### config.mk
export PLATFORM = sky130hd
export DESIGN_NAME = aes_host_bridge_flat
export DESIGN_NICKNAME = d
export VERILOG_FILES = /design/src/rtl/aes_host_bridge_if.sv /design/src/rtl/aes_host_bridge.sv /design/src/flat_wrapper.sv
export SDC_FILE = /design/constraint.sdc
export NUM_CORES = 1
export LEC_CHECK = 0
export CORE_ASPECT_RATIO = 1.5
export CORE_MARGIN = 2
export CORE_UTILIZATION = 54
export CTS_BUF_LIST = sky130_fd_sc_hd__clkbuf_16
export DETAILED_ROUTE_END_ITERATION = 7
export HOLD_SLACK_MARGIN = 0.05
export PLACE_DENSITY = 0.87
export SLEW_MARGIN = 0
export SYNTH_ARGS = -nofsm -noshare
export SYNTH_HDL_FRONTEND = slang
export SYNTH_SLANG_ARGS = --single-unit
### constraint.sdc
create_clock -name clk -period 4.8 [get_ports clk]
set_input_delay 0.96 -clock clk [delete_from_list [all_inputs] [get_ports clk]]
set_output_delay 0.96 -clock clk [all_outputs]
set_load 0.03 [all_outputs]
### src/rtl/aes_host_bridge_if.sv
// aes_host_bridge_if: host request/result handshakes plus the byte-serial AES core link.
// Ports: none; signals only. slave = bridge side, master = host/front-end side.
//   req_* : 128-bit block/key/flag in (valid/ready); res_* : 128-bit result + error out (valid/ready)
//   core_* : byte stream, start and idle to the core; indexed result bytes back from the core
interface aes_host_bridge_if;
  logic         req_valid;
  logic         req_ready;
  logic [127:0] req_data;
  logic [127:0] req_key;
  logic         req_encrypt;
  logic         res_valid;
  logic         res_ready;
  logic [127:0] res_data;
  logic [1:0]   res_err;
  logic [7:0]   core_data;
  logic [7:0]   core_key;
  logic         core_start;
  logic         core_encrypt;
  logic         core_idle;
  logic         core_out_valid;
  logic [3:0]   core_out_byte_num;
  logic [7:0]   core_data_out;

  modport slave (
    input  req_valid, req_data, req_key, req_encrypt, res_ready,
    input  core_out_valid, core_out_byte_num, core_data_out,
    output req_ready, res_valid, res_data, res_err,
    output core_data, core_key, core_start, core_encrypt, core_idle
  );

  modport master (
    output req_valid, req_data, req_key, req_encrypt, res_ready,
    output core_out_valid, core_out_byte_num, core_data_out,
    input  req_ready, res_valid, res_data, res_err,
    input  core_data, core_key, core_start, core_encrypt, core_idle
  );
endinterface

### src/rtl/aes_host_bridge.sv
// aes_host_bridge: serializes a 128-bit block/key into the byte-serial AES core (16 cycles,
// start on byte 0) and gathers the 16 indexed result bytes into a 128-bit result.
// Ports: clk, rst (sync, active-low), bus (aes_host_bridge_if.slave). All outputs registered.
// Latency: accept at edge T -> byte 0 + start in cycle T+1, byte 15 in T+16, WAIT from T+17;
//   index-15 byte captured at edge C -> res_valid from C+1. One job in flight; req_ready low until
//   the result is taken.
// Optional: define AES_HOST_TIMEOUT_EN to abort WAIT after TIMEOUT_CYCLES idle cycles (res_err[1]).
module aes_host_bridge #(
  parameter int TIMEOUT_CYCLES = 1024
) (
  input logic              clk,
  input logic              rst,
  aes_host_bridge_if.slave bus
);

  if (TIMEOUT_CYCLES < 2) begin : g_bad_timeout
    $error("aes_host_bridge: TIMEOUT_CYCLES must be >= 2");
  end

  typedef enum logic [1:0] {S_IDLE, S_LOAD, S_WAIT, S_DONE} state_t;

  state_t       r_state;
  logic [127:0] r_blk;        // remaining block bytes, next byte always at [127:120]
  logic [127:0] r_key;        // remaining key bytes, same layout
  logic [3:0]   r_k;          // index of the byte currently on core_data/core_key
  logic [3:0]   r_exp;        // next in-order result index expected
  logic [127:0] r_res;
  logic         r_err_ooo;
  logic         r_req_ready;
  logic         r_res_valid;
  logic [7:0]   r_core_data;
  logic [7:0]   r_core_key;
  logic         r_core_start;
  logic         r_core_encrypt;
  logic         r_core_idle;
  logic         w_err_to;

`ifdef AES_HOST_TIMEOUT_EN
  localparam logic [15:0] TO_LIM = 16'(TIMEOUT_CYCLES);
  logic [15:0] r_to_cnt;
  logic        r_err_to;
  assign w_err_to = r_err_to;
`else
  assign w_err_to = 1'b0;
`endif

  assign bus.req_ready    = r_req_ready;
  assign bus.res_valid    = r_res_valid;
  assign bus.res_data     = r_res;
  assign bus.res_err      = {w_err_to, r_err_ooo};
  assign bus.core_data    = r_core_data;
  assign bus.core_key     = r_core_key;
  assign bus.core_start   = r_core_start;
  assign bus.core_encrypt = r_core_encrypt;
  assign bus.core_idle    = r_core_idle;

  always_ff @(posedge clk) begin
    if (!rst) begin
      r_state        <= S_IDLE;
      r_blk          <= '0;
      r_key          <= '0;
      r_k            <= '0;
      r_exp          <= '0;
      r_res          <= '0;
      r_err_ooo      <= 1'b0;
      r_req_ready    <= 1'b1;
      r_res_valid    <= 1'b0;
      r_core_data    <= '0;
      r_core_key     <= '0;
      r_core_start   <= 1'b0;
      r_core_encrypt <= 1'b0;
      r_core_idle    <= 1'b1;
`ifdef AES_HOST_TIMEOUT_EN
      r_to_cnt       <= '0;
      r_err_to       <= 1'b0;
`endif
    end else begin
      case (r_state)
        S_IDLE: begin
          if (bus.req_valid && r_req_ready) begin
            // Byte 0 goes straight to the output registers; the rest queue up in the shifters.
            r_core_data    <= bus.req_data[127:120];
            r_core_key     <= bus.req_key[127:120];
            r_blk          <= {bus.req_data[119:0], 8'h00};
            r_key          <= {bus.req_key[119:0], 8'h00};
            r_core_start   <= 1'b1;
            r_core_encrypt <= bus.req_encrypt;
            r_core_idle    <= 1'b0;
            r_req_ready    <= 1'b0;
            r_err_ooo      <= 1'b0;
            r_exp          <= '0;
            r_k            <= '0;
`ifdef AES_HOST_TIMEOUT_EN
            r_err_to       <= 1'b0;
`endif
            r_state        <= S_LOAD;
          end
        end

        S_LOAD: begin
          r_core_start <= 1'b0;
          if (r_k == 4'd15) begin
            r_core_data <= '0;
            r_core_key  <= '0;
`ifdef AES_HOST_TIMEOUT_EN
            r_to_cnt    <= '0;
`endif
            r_state     <= S_WAIT;
          end else begin
            r_core_data <= r_blk[127:120];
            r_core_key  <= r_key[127:120];
            r_blk       <= {r_blk[119:0], 8'h00};
            r_key       <= {r_key[119:0], 8'h00};
            r_k         <= r_k + 4'd1;
          end
        end

        S_WAIT: begin
          if (bus.core_out_valid) begin
            for (int i = 0; i < 16; i++) begin
              if (bus.core_out_byte_num == 4'(i)) begin
                r_res[8*(15-i) +: 8] <= bus.core_data_out;
              end
            end
            if (bus.core_out_byte_num != r_exp) begin
              r_err_ooo <= 1'b1;
            end
            // Resynchronise to the core's sequence so one swap is not reported on every later byte.
            r_exp <= bus.core_out_byte_num + 4'd1;
`ifdef AES_HOST_TIMEOUT_EN
            r_to_cnt <= '0;
`endif
            if (bus.core_out_byte_num == 4'd15) begin
              r_res_valid <= 1'b1;
              r_core_idle <= 1'b1;
              r_state     <= S_DONE;
            end
          end
`ifdef AES_HOST_TIMEOUT_EN
          else if (r_to_cnt == TO_LIM - 16'd1) begin
            // Counter would reach the limit this edge: abort with whatever has been collected.
            r_err_to    <= 1'b1;
            r_res_valid <= 1'b1;
            r_core_idle <= 1'b1;
            r_state     <= S_DONE;
          end else begin
            r_to_cnt <= r_to_cnt + 16'd1;
          end
`endif
        end

        S_DONE: begin
          if (r_res_valid && bus.res_ready) begin
            r_res_valid <= 1'b0;
            r_req_ready <= 1'b1;
            r_state     <= S_IDLE;
          end
        end

        default: r_state <= S_IDLE;
      endcase
    end
  end

endmodule

### src/flat_wrapper.sv
// flat-port wrapper written by rule: the top's interface ports become plain ports
module aes_host_bridge_flat 
#(
  parameter int TIMEOUT_CYCLES = 1024
)
  (clk, rst, bus_req_valid, bus_req_data, bus_req_key, bus_req_encrypt, bus_res_ready, bus_core_out_valid, bus_core_out_byte_num, bus_core_data_out, bus_req_ready, bus_res_valid, bus_res_data, bus_res_err, bus_core_data, bus_core_key, bus_core_start, bus_core_encrypt, bus_core_idle);
  aes_host_bridge_if bus_i ();
  input logic clk;
  input logic rst;
  input wire logic [$bits(bus_i.req_valid)-1:0] bus_req_valid;
  input wire logic [$bits(bus_i.req_data)-1:0] bus_req_data;
  input wire logic [$bits(bus_i.req_key)-1:0] bus_req_key;
  input wire logic [$bits(bus_i.req_encrypt)-1:0] bus_req_encrypt;
  input wire logic [$bits(bus_i.res_ready)-1:0] bus_res_ready;
  input wire logic [$bits(bus_i.core_out_valid)-1:0] bus_core_out_valid;
  input wire logic [$bits(bus_i.core_out_byte_num)-1:0] bus_core_out_byte_num;
  input wire logic [$bits(bus_i.core_data_out)-1:0] bus_core_data_out;
  output wire logic [$bits(bus_i.req_ready)-1:0] bus_req_ready;
  output wire logic [$bits(bus_i.res_valid)-1:0] bus_res_valid;
  output wire logic [$bits(bus_i.res_data)-1:0] bus_res_data;
  output wire logic [$bits(bus_i.res_err)-1:0] bus_res_err;
  output wire logic [$bits(bus_i.core_data)-1:0] bus_core_data;
  output wire logic [$bits(bus_i.core_key)-1:0] bus_core_key;
  output wire logic [$bits(bus_i.core_start)-1:0] bus_core_start;
  output wire logic [$bits(bus_i.core_encrypt)-1:0] bus_core_encrypt;
  output wire logic [$bits(bus_i.core_idle)-1:0] bus_core_idle;
  assign bus_i.req_valid = bus_req_valid;
  assign bus_i.req_data = bus_req_data;
  assign bus_i.req_key = bus_req_key;
  assign bus_i.req_encrypt = bus_req_encrypt;
  assign bus_i.res_ready = bus_res_ready;
  assign bus_i.core_out_valid = bus_core_out_valid;
  assign bus_i.core_out_byte_num = bus_core_out_byte_num;
  assign bus_i.core_data_out = bus_core_data_out;
  assign bus_req_ready = bus_i.req_ready;
  assign bus_res_valid = bus_i.res_valid;
  assign bus_res_data = bus_i.res_data;
  assign bus_res_err = bus_i.res_err;
  assign bus_core_data = bus_i.core_data;
  assign bus_core_key = bus_i.core_key;
  assign bus_core_start = bus_i.core_start;
  assign bus_core_encrypt = bus_i.core_encrypt;
  assign bus_core_idle = bus_i.core_idle;
  aes_host_bridge #(.TIMEOUT_CYCLES(TIMEOUT_CYCLES)) u_core (.clk(clk), .rst(rst), .bus(bus_i));
endmodule
==> metrics.yaml <==
timing:
  fmax_ghz: 0.319
  slew_violations: 0
  setup_viol: 0
  finalHoldViolCount: 0
  period_minus_slack_ns: 3.14
  skew_ns: 0.0184
  tns_ns: 0
  worst_hold_slack_ns: 0.477
  worst_pin_slew_ns: 1.17
  period_share_pct: 65.4
  slew_headroom_pct: 22.3
  rsz0062_at_grt: "false"
synthesis:
  synth-xor-area-share_pct: 0.299
  synthFlopType: "dfxtp_1"
  syn-mean-instance-area_um2: 10.4
  synth_top_family_by_area: "multiplexers"
  synthAdderAreaFrac_pct: 0.713
  ys_top_cells_by_area: "dfxtp_1 (46%), mux2i_1 (20%), o211a_1 (13%)"
  netlist_instances: 1694
  synth_seq_cells: 400
  synth_edf_count: 0
  synth_common_cells: "dfxtp_1 (400), mux2i_1 (358), nand2_1 (256)"
  netlist_area_um2: 17600
  synth.top_cell.area_share_pct: 45.6
  yosys-mux-area-fraction_pct: 20.4
  synthMostInstantiatedCell: "dfxtp_1"
  ys_types: 43
  yosysTopAreaCell: "dfxtp_1"
  synth_compound_area_share_pct: 15.7
  yosysWarnings: 0
  syn_nets: 1978
  synth-async-reset-ratio_pct: 0
  synth-seq-area-share_pct: 45.6
  synth-simple-area-share_pct: 12.8
worst_setup_path:
  worstSetupEndpointType: "flop"
  r2r-start: "u_core.r_state[1]$_SDFFE_PN0P_"
  cp_slowest_cell: "nor3_2"
  start_kind: "flop"
  path_max_fanout: 145
  r2r-end: "u_core.bus.core_key[5]$_SDFFE_PN0P_"
  crit_arrival_ns: 3.60
  path_common_cell: "inv_1"
  path_cells: "inv_1, ha_4, buf_12, inv_1, nor3_2, a222oi_1, nor2b_1"
  cp-endpoint: "u_core.bus.core_key[5]$_SDFFE_PN0P_"
  reg2reg_depth: 7
  critPathLaunch: "u_core.r_state[1]$_SDFFE_PN0P_"
  required_ns: 5.26
  r2r_slack_ns: 1.66
  slowest_delay_ns: 0.98
  path_class: "reg -> reg"
final_layout:
  fillers: 2308
  multi_input_area_um2: 8800
  area_growth_pct: 31.4
  fin_area_um2: 23100
  fin_cells: 2475
  seq_area_um2: 8010
  drive_above_1_share_pct: 4.14
  fin_nets: 2306
die:
  start_util_pct: 55.0
  die_x_um: 151
  coreArea_um2: 31900
  rows: 80
  die_h_um: 225
  num_io_pins: 425
  dieArea_um2: 34000
job:
  maxCapViolations: 0
cts:
  cts_tree: "done"
  cts_sinks: 400
  cts_max_path_buffers: 3
  cts_buffers: 38
  clock_latency_ns: 0.54
  cts.htree.levels: 2
  ctsResizeCount: 0
  post-cts-setup-buffers: 0
  path_clk_slew_ns: 0.06
  clockRootBuffer: "clkbuf_16"
  holdBufCountCts: 0
outcome:
  status: "finished, final reports clean"
pwr:
  finalPower_w: 0.0124
  intPower_w: 0.00810
  p_leak_nw: 10.7
  switching_share_pct: 34.9
  p_sw_w: 0.00434
  power_density_nw_per_um2: 540
  pwr-share-comb_pct: 35.8
  peakVddDrop_v: 0.000379
  p_seq_share_pct: 40.2
  clock_power_share_pct: 24.0
global_routing:
  grt_pass1_wl_um: 72400
  antenna_found_initial: 14
  grt_max_degree: 211
  grt_pass1_vias: 13400
  overflow: 0
  grt_usage_pct: 27.2
route:
  vias: 13700
  routed_via_density: 5.55
  detail-route-antenna-nets: 0
  drt_iter0_drc: 721
  drtPass1Iterations: 8
  drc: 0
  routed_wl_um: 48400
  wire_per_inst_um: 19.6
place:
  place_congestion: 0.832
  placedCellCount: 2392
  dpl.hpwl_um: 33700
  portBuffers: 423
  placed_area_um2: 21800
min_path:
  min_path_type: "reg -> reg"
## final cells by class
cell class | count | share of cell area, %
multi-input cells | 1135 | 38.2
flip-flops and latches | 400 | 34.7
repair buffers | 440 | 19.3
clock buffers | 41 | 4.45
well taps | 410 | 2.22
clock inverters | 29 | 0.895
diodes | 13 | 0.141
inverters | 7 | 0.114
## power by group through the flow
stage	clock network, W	logic, W	registers, W
5_1_grt	0.00317	0.00487	0.00512
6_report	0.00299	0.00445	0.00501
3_5_place_dp	0	0.00442	0.00507
4_1_cts	0.00304	0.00446	0.00500
3_3_place_gp	0	0.00427	0.00501
2_1_floorplan	0	0.00346	0.00496
## kinds of logic after synthesis
family          after synthesis
xor+xnor                      6
flops                       400
mux                         358
other cells                   1
buf+inv                     159
compound gates              294
fa+ha+maj                    10
simple gates                466
## state kept, by name, summed over array words and instances (netlist names)
signal / count
u_core.bus.core_data: 8
u_core.bus.core_encrypt: 1
u_core.bus.core_idle: 1
u_core.bus.core_key: 8
u_core.bus.core_start: 1
u_core.bus.req_ready: 1
u_core.bus.res_data: 128
u_core.bus.res_valid: 1
u_core.r_blk: 120
u_core.r_err_ooo: 1
u_core.r_exp: 4
u_core.r_k: 4
u_core.r_key: 120
u_core.r_state: 2
## layer usage
metal / wire, um / vias up / track usage, %
met2: 25200 / 434 / 50.0
li1: - / 6683 / -
met4: 2170 / 4 / 12.8
met5: 26 / - / 0
met1: 17600 / 6518 / 28.5
met3: 3390 / 109 / 6.82
## worst min path at each step
stage | start | end | slack (ns) | cells past startpoint
finish | u_core.r_key[9]$_SDFFE_PN0P_ | u_core.r_key[9]$_SDFFE_PN0P_ | 0.48 | 2
global route | u_core.r_exp[3]$_SDFFE_PN0P_ | u_core.r_exp[3]$_SDFFE_PN0P_ | 0.50 | 2
CTS | u_core.r_exp[3]$_SDFFE_PN0P_ | u_core.r_exp[3]$_SDFFE_PN0P_ | 0.48 | 2
detailed placement | u_core.bus.core_idle$_SDFFE_PN1P_ | u_core.bus.core_idle$_SDFFE_PN1P_ | 0.47 | 2
global placement | u_core.bus.core_idle$_SDFFE_PN1P_ | u_core.bus.core_idle$_SDFFE_PN1P_ | 0.46 | 2
floorplan | u_core.r_exp[0]$_SDFFE_PN0P_ | u_core.r_exp[0]$_SDFFE_PN0P_ | 0.45 | 2
## critical path: cells and delay by family (launching register included)
| kind | cells | cell delay [ns] |
|---|---|---|
| compound gates | 1 | 0.18 |
| simple gates | 2 | 1.18 |
| fa+ha+maj | 1 | 0.17 |
| flops | 1 | 0.36 |
| buf+inv | 3 | 1.11 |
## layout by cell type, fill, tap and decap left out, types with 10 or more instances in the layout
master,n
clkdlybuf4s50_1,422
nand3_1,30
o211a_1,224
buf_4,10
dfxtp_1,400
a222oi_1,11
clkbuf_16,41
mux2i_1,358
a21boi_0,21
nor2b_1,143
o21ai_0,11
inv_1,16
nand2_1,256
diode_2,13
## through the flow
stage / utilization (%) / worst slack, ns
6_report: 72.2 / 1.66
5_1_grt: 72.2 / 1.43
4_1_cts: 72.1 / 1.60
3_5_place_dp: 68.3 / 1.33
3_3_place_gp: 68.3 / 1.44
2_1_floorplan: - / 2.56
(Power assumes the default switching activity.)
